`src/rtl/memwb_skid_stage_if.sv`:
```
// MEM->WB handshake bundle for memwb_skid_stage: MEM-side entry, WB-side entry and both ready/valid pairs.
// The master modport belongs to the surrounding pipeline and the slave modport to the stage.
interface memwb_skid_stage_if #(
    parameter int ADDR_W = 4,
    parameter int DATA_W = 8
);
    logic              in_valid;
    logic              in_ready;
    logic [ADDR_W-1:0] in_reg_write_addr;
    logic [DATA_W-1:0] in_mem_data;
    logic              in_reg_write_en;
    logic              in_mem_to_reg;
    logic [DATA_W-1:0] in_alu_out;

    logic              out_valid;
    logic              out_ready;
    logic [ADDR_W-1:0] out_reg_write_addr;
    logic              out_reg_write_en;
    logic              out_mem_to_reg;
    logic [DATA_W-1:0] out_wb_data;

    modport master (
        output in_valid, in_reg_write_addr, in_mem_data, in_reg_write_en,
               in_mem_to_reg, in_alu_out, out_ready,
        input  in_ready, out_valid, out_reg_write_addr, out_reg_write_en,
               out_mem_to_reg, out_wb_data
    );

    modport slave (
        input  in_valid, in_reg_write_addr, in_mem_data, in_reg_write_en,
               in_mem_to_reg, in_alu_out, out_ready,
        output in_ready, out_valid, out_reg_write_addr, out_reg_write_en,
               out_mem_to_reg, out_wb_data
    );
endinterface

```
`src/rtl/memwb_skid_stage.sv`:
```
// MEM/WB pipeline stage with a two-entry (OUT + SKID) buffer, flush and a saturating stall counter.
// Define MEMWB_FWD_EN to add the registered forwarding port (fwd_valid/fwd_addr/fwd_data).
module memwb_skid_stage #(
    parameter int ADDR_W = 4,
    parameter int DATA_W = 8
) (
    input  logic              clk,
    input  logic              rst,
    input  logic              flush,
    memwb_skid_stage_if.slave bus,
`ifdef MEMWB_FWD_EN
    output logic              fwd_valid,
    output logic [ADDR_W-1:0] fwd_addr,
    output logic [DATA_W-1:0] fwd_data,
`endif
    output logic [15:0]       stall_cnt
);
    typedef struct packed {
        logic [ADDR_W-1:0] addr;
        logic              write_en;
        logic              mem_to_reg;
        logic [DATA_W-1:0] wb_data;
    } entry_t;

    entry_t      out_r, skid_r, out_n_s, skid_n_s, in_entry_s;
    logic        out_valid_r, skid_valid_r, out_valid_n_s, skid_valid_n_s;
    logic        in_ready_r, out_we_r, accept_s, stall_s;
    logic [15:0] stall_cnt_r;

    assign accept_s = bus.in_valid & ~skid_valid_r;
    assign stall_s  = bus.in_valid & skid_valid_r;

    // Capture the incoming entry with its write-back value already resolved
    always_comb begin
        in_entry_s.addr       = bus.in_reg_write_addr;
        in_entry_s.write_en   = bus.in_reg_write_en;
        in_entry_s.mem_to_reg = bus.in_mem_to_reg;
        if (bus.in_mem_to_reg) begin
            in_entry_s.wb_data = bus.in_mem_data;
        end else begin
            in_entry_s.wb_data = bus.in_alu_out;
        end
    end

    // Next-state of the OUT/SKID pair; SKID only ever refills OUT, never bypasses it
    always_comb begin
        out_n_s        = out_r;
        skid_n_s       = skid_r;
        out_valid_n_s  = out_valid_r;
        skid_valid_n_s = skid_valid_r;
        if (flush) begin
            out_n_s        = '0;
            skid_n_s       = '0;
            out_valid_n_s  = 1'b0;
            skid_valid_n_s = 1'b0;
        end else if (!out_valid_r || bus.out_ready) begin
            if (skid_valid_r) begin
                out_n_s        = skid_r;
                out_valid_n_s  = 1'b1;
                skid_valid_n_s = accept_s;
                if (accept_s) begin
                    skid_n_s = in_entry_s;
                end else begin
                    skid_n_s = skid_r;
                end
            end else begin
                out_valid_n_s = accept_s;
                if (accept_s) begin
                    out_n_s = in_entry_s;
                end else begin
                    out_n_s = out_r;
                end
            end
        end else begin
            if (accept_s) begin
                skid_n_s       = in_entry_s;
                skid_valid_n_s = 1'b1;
            end else begin
                skid_n_s       = skid_r;
                skid_valid_n_s = skid_valid_r;
            end
        end
    end

    // Entry registers plus the registered ready and gated write-enable outputs
    always_ff @(posedge clk) begin
        if (rst) begin
            out_r        <= '0;
            skid_r       <= '0;
            out_valid_r  <= 1'b0;
            skid_valid_r <= 1'b0;
            in_ready_r   <= 1'b1;
            out_we_r     <= 1'b0;
        end else begin
            out_r        <= out_n_s;
            skid_r       <= skid_n_s;
            out_valid_r  <= out_valid_n_s;
            skid_valid_r <= skid_valid_n_s;
            in_ready_r   <= ~skid_valid_n_s;
            out_we_r     <= out_valid_n_s & out_n_s.write_en;
        end
    end

    // Saturating count of cycles where MEM offers an entry we cannot take
    always_ff @(posedge clk) begin
        if (rst) begin
            stall_cnt_r <= 16'd0;
        end else if (!flush && stall_s && (stall_cnt_r != 16'hFFFF)) begin
            stall_cnt_r <= stall_cnt_r + 16'd1;
        end else begin
            stall_cnt_r <= stall_cnt_r;
        end
    end

    assign bus.in_ready           = in_ready_r;
    assign bus.out_valid          = out_valid_r;
    assign bus.out_reg_write_addr = out_r.addr;
    assign bus.out_reg_write_en   = out_we_r;
    assign bus.out_mem_to_reg     = out_r.mem_to_reg;
    assign bus.out_wb_data        = out_r.wb_data;
    assign stall_cnt              = stall_cnt_r;

`ifdef MEMWB_FWD_EN
    // OUT payload is cleared on flush and reset, so forwarding reads zero then
    assign fwd_valid = out_we_r;
    assign fwd_addr  = out_r.addr;
    assign fwd_data  = out_r.wb_data;
`endif
endmodule

```
`src/flat_wrapper.sv`:
```
// flat-port wrapper written by rule: the top's interface ports become plain ports
module memwb_skid_stage_flat 
#(
    parameter int ADDR_W = 4,
    parameter int DATA_W = 8
)
  (clk, rst, flush, stall_cnt, bus_in_valid, bus_in_reg_write_addr, bus_in_mem_data, bus_in_reg_write_en, bus_in_mem_to_reg, bus_in_alu_out, bus_out_ready, bus_in_ready, bus_out_valid, bus_out_reg_write_addr, bus_out_reg_write_en, bus_out_mem_to_reg, bus_out_wb_data);
  memwb_skid_stage_if #(.ADDR_W(ADDR_W), .DATA_W(DATA_W)) bus_i ();
  input  logic clk;
  input  logic rst;
  input  logic flush;
  output logic [15:0] stall_cnt;
  input wire logic [$bits(bus_i.in_valid)-1:0] bus_in_valid;
  input wire logic [$bits(bus_i.in_reg_write_addr)-1:0] bus_in_reg_write_addr;
  input wire logic [$bits(bus_i.in_mem_data)-1:0] bus_in_mem_data;
  input wire logic [$bits(bus_i.in_reg_write_en)-1:0] bus_in_reg_write_en;
  input wire logic [$bits(bus_i.in_mem_to_reg)-1:0] bus_in_mem_to_reg;
  input wire logic [$bits(bus_i.in_alu_out)-1:0] bus_in_alu_out;
  input wire logic [$bits(bus_i.out_ready)-1:0] bus_out_ready;
  output wire logic [$bits(bus_i.in_ready)-1:0] bus_in_ready;
  output wire logic [$bits(bus_i.out_valid)-1:0] bus_out_valid;
  output wire logic [$bits(bus_i.out_reg_write_addr)-1:0] bus_out_reg_write_addr;
  output wire logic [$bits(bus_i.out_reg_write_en)-1:0] bus_out_reg_write_en;
  output wire logic [$bits(bus_i.out_mem_to_reg)-1:0] bus_out_mem_to_reg;
  output wire logic [$bits(bus_i.out_wb_data)-1:0] bus_out_wb_data;
  assign bus_i.in_valid = bus_in_valid;
  assign bus_i.in_reg_write_addr = bus_in_reg_write_addr;
  assign bus_i.in_mem_data = bus_in_mem_data;
  assign bus_i.in_reg_write_en = bus_in_reg_write_en;
  assign bus_i.in_mem_to_reg = bus_in_mem_to_reg;
  assign bus_i.in_alu_out = bus_in_alu_out;
  assign bus_i.out_ready = bus_out_ready;
  assign bus_in_ready = bus_i.in_ready;
  assign bus_out_valid = bus_i.out_valid;
  assign bus_out_reg_write_addr = bus_i.out_reg_write_addr;
  assign bus_out_reg_write_en = bus_i.out_reg_write_en;
  assign bus_out_mem_to_reg = bus_i.out_mem_to_reg;
  assign bus_out_wb_data = bus_i.out_wb_data;
  memwb_skid_stage #(.ADDR_W(ADDR_W), .DATA_W(DATA_W)) u_core (.clk(clk), .rst(rst), .flush(flush), .bus(bus_i), .stall_cnt(stall_cnt));
endmodule
```
`config.mk`:
```
export PLATFORM = sky130hd
export DESIGN_NAME = memwb_skid_stage_flat
export DESIGN_NICKNAME = d
export VERILOG_FILES = /design/src/rtl/memwb_skid_stage_if.sv /design/src/rtl/memwb_skid_stage.sv /design/src/flat_wrapper.sv
export SDC_FILE = /design/constraint.sdc
export NUM_CORES = 1
export LEC_CHECK = 0
export CAP_MARGIN = 20
export CORE_ASPECT_RATIO = 0.75
export CORE_MARGIN = 1
export CORE_UTILIZATION = 49
export CTS_BUF_LIST = sky130_fd_sc_hd__clkbuf_4
export DETAILED_ROUTE_END_ITERATION = 6
export HOLD_SLACK_MARGIN = 0.08
export PLACE_DENSITY = 0.8
export SLEW_MARGIN = 15
export SYNTH_ARGS = -nofsm -noshare
export SYNTH_HDL_FRONTEND = slang
export SYNTH_SLANG_ARGS = --single-unit
```
`constraint.sdc`:
```
create_clock -name clk -period 2.4 [get_ports clk]
set_input_delay 0.48 -clock clk [delete_from_list [all_inputs] [get_ports clk]]
set_output_delay 0.48 -clock clk [all_outputs]
set_load 0.02 [all_outputs]
```
### Yosys cells after proc, flatten, opt, wreduce, memory -nomap -nowiden

Index checks and enable logic that the tools add are counted.

| operators by class | value |
|---|---|
| add/sub/neg operators | 1 |
| multiply operators | 0 |
| div/mod/pow operators | 0 |
| $lt $le $gt $ge | 0 |
| equal/unequal tests | 2 |
| shifts and indexed selects | 0 |
| multiplexer cells | 15 |
| bitwise gates (word level) | 5 |
| reductions and logical operators | 8 |

Operators with widths:

| cell | count |
|---|---|
| 14-bit 2-to-1 mux | 5 |
| 10-bit 2-to-1 mux | 2 |
| 16-bit by 1-bit adder with 16-bit output, second input constant | 1 |
| 16-bit != test, second input constant | 1 |
| 8-bit 2-to-1 mux | 1 |
| 1-bit 2-to-1 mux | 7 |
| 1-bit bitwise AND | 3 |
| 1-bit logical AND | 2 |
| 1-bit zero test | 2 |
| 2-bit by 1-bit != test with 1-bit output, second input constant | 1 |
| 1-bit NOT | 2 |
| 2-bit AND reduction | 1 |
| 2-bit nonzero test | 1 |
| 2-bit OR reduction | 1 |
| 1-bit logical OR | 1 |

| storage, ports and cells | value |
|---|---|
| register bits after elaboration | 48 |
| latch bits | 0 |
| bits in writable memories | 0 |
| ROM bits | 0 |
| input port bits | 27 |
| output and inout port bits | 32 |
| logic and storage cells | 44 |
| memories | 0 |

### Logic depth before layout (Yosys ltp)

Gate-level depths: netlist of the first run.

| depth | value |
|---|---|
| depth after elaboration | 7 |
| mapped depth | 7 |
| gate-level depth less buffers | 5 |

### Worst setup path before layout of the first run

No wires, ideal clock.

| path | value |
|---|---|
| path type | flip-flop to flip-flop |
| from | reg u_core.stall_cnt_r[0], in the netlist u_core.stall_cnt[0] |
| to | reg u_core.stall_cnt_r[10], in the netlist u_core.stall_cnt[10] |
| library setup time | 123 ps |
| arrival time | 1736 ps |
| data required time | 2277 ps |
| setup slack | 541 ps |
| cell stages (with the launch flop) | 6 |
| path buffers | 0 |
| period minus slack after synthesis | 1859 ps |
| cells stage by stage | dfxtp_1 > ha_1 > nand4_4 > nor4_4 > nor4_1 > mux2_1 |

| on the way | value |
|---|---|
| longest elaborated chain between the ends | 2 |
| elaborated cells between the ends (all ways) | 3 |
| classes of those cells | add/sub: 1; eq/ne: 1; reduce/logical: 1 |

Ends and longest elaborated chain:

| what | line | RTL |
|---|---|---|
| start: declaration | memwb_skid_stage.sv:28 | `logic [15:0] stall_cnt_r;` |
| start signal: assignment | memwb_skid_stage.sv:109 | `stall_cnt_r <= stall_cnt_r + 16'd1;` |
| start signal: assignment | memwb_skid_stage.sv:111 | `stall_cnt_r <= stall_cnt_r;` |
| branches (longest 2 deep; another with 16-bit by 1-bit adder with 16-bit output) | n/a |  |

Several ways; the timed one is not identified.
A chain may end at the register's enable or synchronous reset.

### Worst setup path in the final report of the first run

Same ends and word-level chain as after synthesis.

==> impl_metrics.ini, run 1 <==
[pwr]
p_int_mw = 1.02
sw_frac_of_total_pct = 24.8
peakVddDrop_v = 0.000308
p_leak_nw = 1.05
cellPowerDensity_nw_per_um2 = 466
seq_power_share_pct = 60.4
power_frac_comb_pct = 12.7
pwr-share-clk_pct = 26.9
finalPower_mw = 1.35
p_switching_uw = 335

[timing]
rsz0062_at_grt = false
final_hold_viol_count = 0
finalMaxSlewViolations = 0
setup_viol = 0
timing.fmax_ghz = 0.486
fin_worst_skew_ns = 0.00259
worst_pin_slew_ns = 0.572
setup_tns_ns = 0
fin_crit_sh_pct = 85.8
slew_headroom_pct = 61.6
fin_crit_ns = 2.06

[clocking]
post_cts_resized = 0
path_clk_slew_ns = 0.13
clk_latency_ns = 0.35
clock_sinks = 48
clk_path_buf_depth = 2
cts.htree.levels = 2
numCtsBuffers = 5
hold_buffers = 0
cts_tree = yes
post_cts.repair.setup_buffers = 0
cts_root_buf = clkbuf_4

[die]
dieArea_um2 = 5020
start_util_pct = 51.6
die_width_um = 81.5
die_h_um = 61.6
rows = 21
fp.coreArea_um2 = 4490
io_pins = 59

[worst_setup_path]
path_class = reg2reg
required_ns = 2.65
r2r-start = u_core.stall_cnt[0]$_SDFFE_PP0P_
startpoint = u_core.stall_cnt[0]$_SDFFE_PP0P_
cp-end-kind = flop
crit_path_start_kind = flop
worstPathArrival_ns = 2.31
critPathMaxFanout = 12

[place]
dp.cells = 366
io_buffers = 58
dp_hpwl_um = 3720
place_congestion = 0.778

[global_route]
grt_start_max_net_pins = 31
antenna_found_initial = 0
overflow = 0
grt_pass1_vias = 1718
grt_usage_pct = 21.2
grt_pass1_wl_um = 7980

[route]
vias = 2092
ant_nets = 0
first_iter_violations = 110
first_pass_iters = 4
vias_per_cell = 5.61
routed_wl_um = 5150
drc = 0
wl_per_cell_um = 13.8

[hold_path]
min-delay-path-class = reg2reg
min_from = u_core.skid_r[13]$_SDFFE_PP0P_

[yosys]
yosysWarnings = 0
ys_types = 45
synthesis.area_um2 = 2320
postSynthCellCount = 275
synthFlopType = dfxtp_1
synth_nets = 303
synth-seq-area-share_pct = 41.4
synth-edff-count = 0
avgSynthCellArea_um2 = 8.44
ys_seq_elements = 48
synth-async-reset-ratio_pct = 0

[layout]
nNetsFinal = 344
diodes = 0
drive_gt1_share_pct = 9.18
largest_reg_flops = 16
instances_no_fill = 373
area_growth_pct = 25.1
final.fill_count = 394

[run_status]
status = completed

[run]
cap_violations = 0
## placed cells by master (no fill, tap or decap), types with 4 or more instances in the layout
cell type	n
o21ai_1	7
nand3_1	8
a211oi_1	23
nor2b_1	4
clkdlybuf4s50_1	58
or4_1	4
nor2_1	42
dfxtp_1	48
nand2_1	19
clkbuf_4	6
mux2i_1	8
or3_1	5
a21oi_1	30
buf_4	9
## cells in the mapped netlist (2+ instances only)
library cell  instances  area [um2]
a211oi_1             23         173
a21oi_1              30         150
a31oi_1               3        18.8
and4_1                2        17.5
buf_2                 9        45.0
buf_4                12        90.1
clkbuf_1             11        41.3
dfxtp_1              48         961
inv_1                 2        7.51
mux2_2                2        22.5
mux2i_1               8        80.1
nand2_1              19        71.3
nand2b_1              2        12.5
nand3_1               8        40.0
nand4_1               2        12.5
nand4_2               2        25.0
nor2_1               42         158
nor2b_1               4        25.0
nor3_1                2        10.0
nor4_1                2        12.5
o21a_1                2        15.0
o21ai_1               7        35.0
o31ai_1               3        22.5
or3_1                 5        31.3
or3_2                 2        15.0
or4_1                 4        30.0
## power by group through the flow
stage	Combinational, mW	Clock (mW)	Sequential (mW)
final	0.172	0.364	0.816
after global routing	0.188	0.397	0.818
after CTS	0.172	0.368	0.816
after detailed placement	0.172	0	0.834
after global placement	0.169	0	0.834
after floorplan	0.0985	0	0.834
## layer usage
| metal | track usage (%) | wire length, um | up-vias |
|---|---|---|---|
| met3 | 4.15 | 260 | 5 |
| met2 | 31.7 | 2310 | 58 |
| met4 | 6.12 | 36 | 0 |
| li1 | - | - | 1054 |
| met5 | 0 | 0 | - |
| met1 | 30.8 | 2540 | 975 |
## logic make-up (layout without fill, tap and decap cells)
family,after synthesis,count (layout),share of synthesized area (%)
flip-flops,48,48,41.4
adder cells (fa/ha/maj),1,1,0.539
AND/OR/NAND/NOR,110,110,26.1
multiplexers,11,11,4.91
buffers and inverters,35,76,8.41
AO/OA/AOI/OAI,70,70,18.6
## final timing paths
kind                                       end  slack [ns]  cells after the start
min reg2reg     u_core.skid_r[13]$_SDFFE_PP0P_        0.46                      2
max reg2reg  u_core.stall_cnt[10]$_SDFFE_PP0P_        0.34                      5
max          u_core.stall_cnt[10]$_SDFFE_PP0P_        0.34                      5
min             u_core.skid_r[13]$_SDFFE_PP0P_        0.46                      2
## through the flow
stage / util (%) / hold slack, ns / setup slack (ns) / cell area (um2)
3_5_place_dp: 63.5 / 0.449 / 0.143 / 2850
5_1_grt: 64.6 / 0.492 / 0.220 / 2900
6_report: 64.6 / 0.465 / 0.341 / 2900
4_1_cts: 64.6 / 0.466 / 0.345 / 2900
2_1_floorplan: - / 0.436 / 0.541 / 2320
3_3_place_gp: 63.5 / 0.443 / 0.212 / 2850
## area by class of cell
class / instances / area (um2) / share of cell area, %
clock inverters: 1 / 5.00 / 0.172
well taps: 57 / 71.3 / 2.46
flip-flops and latches: 48 / 961 / 33.1
inverters: 2 / 7.51 / 0.259
repair buffers: 67 / 648 / 22.3
multi-input cells: 192 / 1160 / 40.1
clock buffers: 6 / 45.0 / 1.55
## critical path, cell delays in order (launching register included)
cell and delay, ns:
dfxtp_1 0.43, ha_1 0.27, nand4_4 0.20, nor4_4 0.59
nor4_1 0.12, mux2_1 0.34
(Power assumes the default switching activity.)
==> run 2: changes to the inputs <==
PLACE_DENSITY = 0.91   (was 0.8)
==> impl_metrics.ini, run 2 (same netlist as run 1, synthesis figures left out) <==
[run]
cap_violations = 0

[clocking]
clk_path_buf_depth = 2
cts.htree.levels = 2
path_clk_slew_ns = 0.12
hold_buffers = 0
cts_root_buf = clkbuf_4
clk_latency_ns = 0.37
numCtsBuffers = 5
post_cts.repair.setup_buffers = 0
post_cts_resized = 0
clock_sinks = 48
cts_tree = yes

[route]
vias_per_cell = 5.55
routed_wl_um = 5070
first_iter_violations = 116
drc = 0
first_pass_iters = 4
ant_nets = 0
vias = 2085
wl_per_cell_um = 13.5

[timing]
setup_tns_ns = 0
fin_worst_skew_ns = 0.00665
rsz0062_at_grt = false
worst_pin_slew_ns = 0.466
setup_viol = 0
finalMaxSlewViolations = 0
timing.fmax_ghz = 0.500
slew_headroom_pct = 68.8
fin_crit_sh_pct = 83.3
final_hold_viol_count = 0
whs_ns = 0.467
fin_crit_ns = 2.00

[worst_setup_path]
cp-end-kind = flop
reg2reg_depth = 6
rr_endpoint = u_core.stall_cnt[10]$_SDFFE_PP0P_
path_class = in2reg
r2r-start = u_core.stall_cnt[0]$_SDFFE_PP0P_
path_cells = clkdlybuf4s50_1 -> nand3b_1 -> nor4b_1 -> mux2_2
worstPathArrival_ns = 2.27
critPathMaxFanout = 12
crit_path_start_kind = primary input
critPathSlowestCell = clkdlybuf4s50_1
r2r_setup_slack_ns = 0.52
required_ns = 2.67
cpPeakStageDelay_ns = 0.60

[global_route]
grt_usage_pct = 20.9
grt_pass1_vias = 1722
overflow = 0
grt_start_max_net_pins = 31
antenna_found_initial = 0
grt_pass1_wl_um = 7810

[die]
rows = 21
io_pins = 59
dieArea_um2 = 5020
die_h_um = 61.6
fp.coreArea_um2 = 4490
start_util_pct = 51.6
die_width_um = 81.5

[hold_path]
min_from = u_core.skid_r[8]$_SDFFE_PP0P_
whs_path_depth = 2
min-delay-path-class = reg2reg
hold-path-endpoint = u_core.skid_r[8]$_SDFFE_PP0P_

[layout]
diodes = 0
layout_commonest_cell = clkdlybuf4s50_1
layout_common_cells = clkdlybuf4s50_1 (58), dfxtp_1 (48), nor2_1 (42), a21oi_1 (30), a211oi_1 (23)
largest_reg_flops = 16
area_growth_pct = 26.0
final.fill_count = 359
drive_gt1_share_pct = 9.72
nNetsFinal = 346

[place]
io_buffers = 58
dp_hpwl_um = 3680
place_congestion = 0.885

[pwr]
cellPowerDensity_nw_per_um2 = 469
peakVddDrop_v = 0.000344
finalPower_mw = 1.37
p_leak_nw = 1.06

[run_status]
status = completed
==> run 2: cell count changes in the layout (fill, tap and decap cells not counted) <==
cell,before,now
buf_4,9,11
clkinv_2,1,0
clkinv_1,0,1
clkbuf_4,6,7
==> run 2: critical path, delay by kind of cell <==
kind                   cells  cell delay (ns)
and+or+nand+nor            2             0.81
buffers and inverters      1             0.60
muxes                      1             0.38
==> run 2: worst max-delay path by stage <==
stage                                     startpoint  slack [ns]                           endpoint
floorplan           u_core.stall_cnt[0]$_SDFFE_PP0P_        0.54  u_core.stall_cnt[10]$_SDFFE_PP0P_
global placement                        bus_in_valid        0.13   u_core.stall_cnt[6]$_SDFFE_PP0P_
detailed placement                      bus_in_valid        0.04   u_core.stall_cnt[6]$_SDFFE_PP0P_
CTS                 u_core.stall_cnt[2]$_SDFFE_PP0P_        0.38                       stall_cnt[2]
global route                            bus_in_valid        0.22   u_core.stall_cnt[6]$_SDFFE_PP0P_
finish                                  bus_in_valid        0.40   u_core.stall_cnt[6]$_SDFFE_PP0P_
==> run 2: per-layer routing <==
layer | global-route usage (%) | part of all wire (%) | up-vias
li1 | - | - | 1066
met1 | 27.8 | 46 | 958
met2 | 32.9 | 47 | 51
met3 | 4.30 | 5.5 | 10
met4 | 9.95 | 1.9 | 0
met5 | 0 | 0 | -
==> run 2: stage by stage <==
stage,area (um2),worst slack (ns),utilization [%],instances
4_1_cts,2920,0.383,65.1,376
5_1_grt,2920,0.220,65.1,376
3_5_place_dp,2870,0.0428,63.8,368
3_3_place_gp,2870,0.126,63.8,368
2_1_floorplan,2320,0.541,-,275
6_report,2920,0.401,65.1,376
==> run 2: area by class of cell <==
cell class                 instances  area, um2  area share, %
multi-input combinational        192       1160           39.8
tap                               57       71.3           2.44
sequential                        48        961           32.9
clock inverter                     1       3.75          0.128
timing repair buffer              69        663           22.7
inverter                           2       7.51          0.257
clock buffer                       7       52.6           1.80
==> run 2: power breakdown <==
part	internal, mW	total, mW	switching [mW]
clock network	0.136	0.382	0.246
logic	0.0875	0.173	0.0857
registers	0.809	0.816	0.00627
total	1.03	1.37	0.338
==> run 3: changes to the inputs <==
clock period = 2 ns   (was 2.4 ns; I/O delays follow)
==> impl_metrics.ini, run 3 (same netlist as run 1, synthesis figures left out) <==
[run_status]
status = completed

[timing]
fin_crit_ns = 1.91
timing.fmax_ghz = 0.524
fin_worst_skew_ns = 0.00634
finalMaxSlewViolations = 0
fin_crit_sh_pct = 95.4
whs_ns = 0.470
final_hold_viol_count = 0
fin_ws_ns = 0.0912
worst_pin_slew_ns = 0.394
setup_tns_ns = 0
rsz0062_at_grt = false
setup_viol = 0
slew_headroom_pct = 73.5

[worst_setup_path]
r2r-start = u_core.stall_cnt[0]$_SDFFE_PP0P_
rr_endpoint = u_core.stall_cnt[2]$_SDFFE_PP0P_
cp-end-kind = primary output
critPathSlowestCell = clkdlybuf4s50_1
cpPeakStageDelay_ns = 0.66
startpoint = u_core.stall_cnt[2]$_SDFFE_PP0P_
worstPathArrival_ns = 1.51
reg2reg_depth = 6
crit_buf_inv = 1
path_cells = clkdlybuf4s50_1
path_class = reg2out
critPathMaxFanout = 7
crit_path_start_kind = flop
r2r_setup_slack_ns = 0.17
required_ns = 1.60
crit_family = buffers and inverters

[route]
first_iter_violations = 127
ant_nets = 0
routed_wl_um = 5320
drc = 0
vias = 2122
wl_per_cell_um = 14.0
first_pass_iters = 4
vias_per_cell = 5.58

[place]
dp_worst_setup_slack_ns = -0.0548
io_buffers = 58
dp.cells = 372
place_congestion = 0.840
dp_hpwl_um = 3840

[clocking]
cts_root_buf = clkbuf_4
cts.htree.levels = 2
hold_buffers = 0
post_cts_resized = 0
post_cts.repair.setup_buffers = 0
path_clk_slew_ns = 0.13
clock_sinks = 48
clk_latency_ns = 0.36
numCtsBuffers = 5
cts_tree = yes
clk_path_buf_depth = 2

[pwr]
p_int_mw = 1.34
power_frac_comb_pct = 12.2
cellPowerDensity_nw_per_um2 = 587
p_switching_uw = 416
pwr-share-clk_pct = 31.9
sw_frac_of_total_pct = 23.7
finalPower_mw = 1.75
peakVddDrop_v = 0.000373
seq_power_share_pct = 55.9
p_leak_nw = 1.09

[layout]
diodes = 0
largest_reg_flops = 16
nNetsFinal = 350
instances_no_fill = 380
layout_commonest_cell = clkdlybuf4s50_1
drive_gt1_share_pct = 10.5
layout_common_cells = clkdlybuf4s50_1 (58), dfxtp_1 (48), nor2_1 (42), a21oi_1 (30), a211oi_1 (23)
area_growth_pct = 28.6
final.fill_count = 350

[die]
rows = 21
dieArea_um2 = 5020
fp.coreArea_um2 = 4490
die_h_um = 61.6
io_pins = 59
die_width_um = 81.5
start_util_pct = 51.6

[hold_path]
whs_path_depth = 2
hold-path-endpoint = u_core.skid_r[13]$_SDFFE_PP0P_
min_from = u_core.skid_r[13]$_SDFFE_PP0P_
min-delay-path-class = reg2reg

[global_route]
grt_pass1_wl_um = 8600
antenna_found_initial = 0
grt_start_max_net_pins = 31
grt_usage_pct = 22.8
grt_pass1_vias = 1972
overflow = 0

[run]
cap_violations = 0
-- run 3: worst max-delay path by stage --
stage               cells after the start                                end  slack, ns
CTS                                     1                      stall_cnt[12]       0.08
finish                                  1                       stall_cnt[2]       0.09
floorplan                               5  u_core.stall_cnt[10]$_SDFFE_PP0P_       0.14
global placement                        5   u_core.stall_cnt[6]$_SDFFE_PP0P_      0.004
detailed placement                      5   u_core.stall_cnt[8]$_SDFFE_PP0P_      -0.05
global route                            1                       stall_cnt[5]       0.01
-- run 3: per-stage QoR --
step | area [um2] | utilization, %
floorplan | 2320 | -
global placement | 2910 | 64.7
detailed placement | 2910 | 64.7
CTS | 2980 | 66.4
global route | 2980 | 66.4
finish | 2980 | 66.4
-- run 3: metal layers --
metal  vias to the layer above  share of wire (%)  GRT usage [%]
li1                       1078                  -              -
met1                       972                 46           29.4
met2                        64                 48           36.5
met3                         8                4.1           5.19
met4                         0                1.3           10.7
met5                         -                  0              0
-- run 3: layout make-up --
class	instances	area, um2	area share [%]
Clock buffer	5	37.5	1.26
Multi-Input combinational cell	192	1160	39.0
Sequential cell	48	961	32.2
Clock inverter	3	37.5	1.26
Timing Repair Buffer	73	706	23.6
Inverter	2	7.51	0.252
Tap cell	57	71.3	2.39
-- run 3: power groups by stage --
stage	registers, mW	clock network, mW	logic, mW
after floorplan	1.00	0	0.118
after global placement	1.00	0	0.208
after detailed placement	1.00	0	0.213
after CTS	0.979	0.569	0.214
after global routing	0.982	0.612	0.234
final	0.979	0.559	0.214
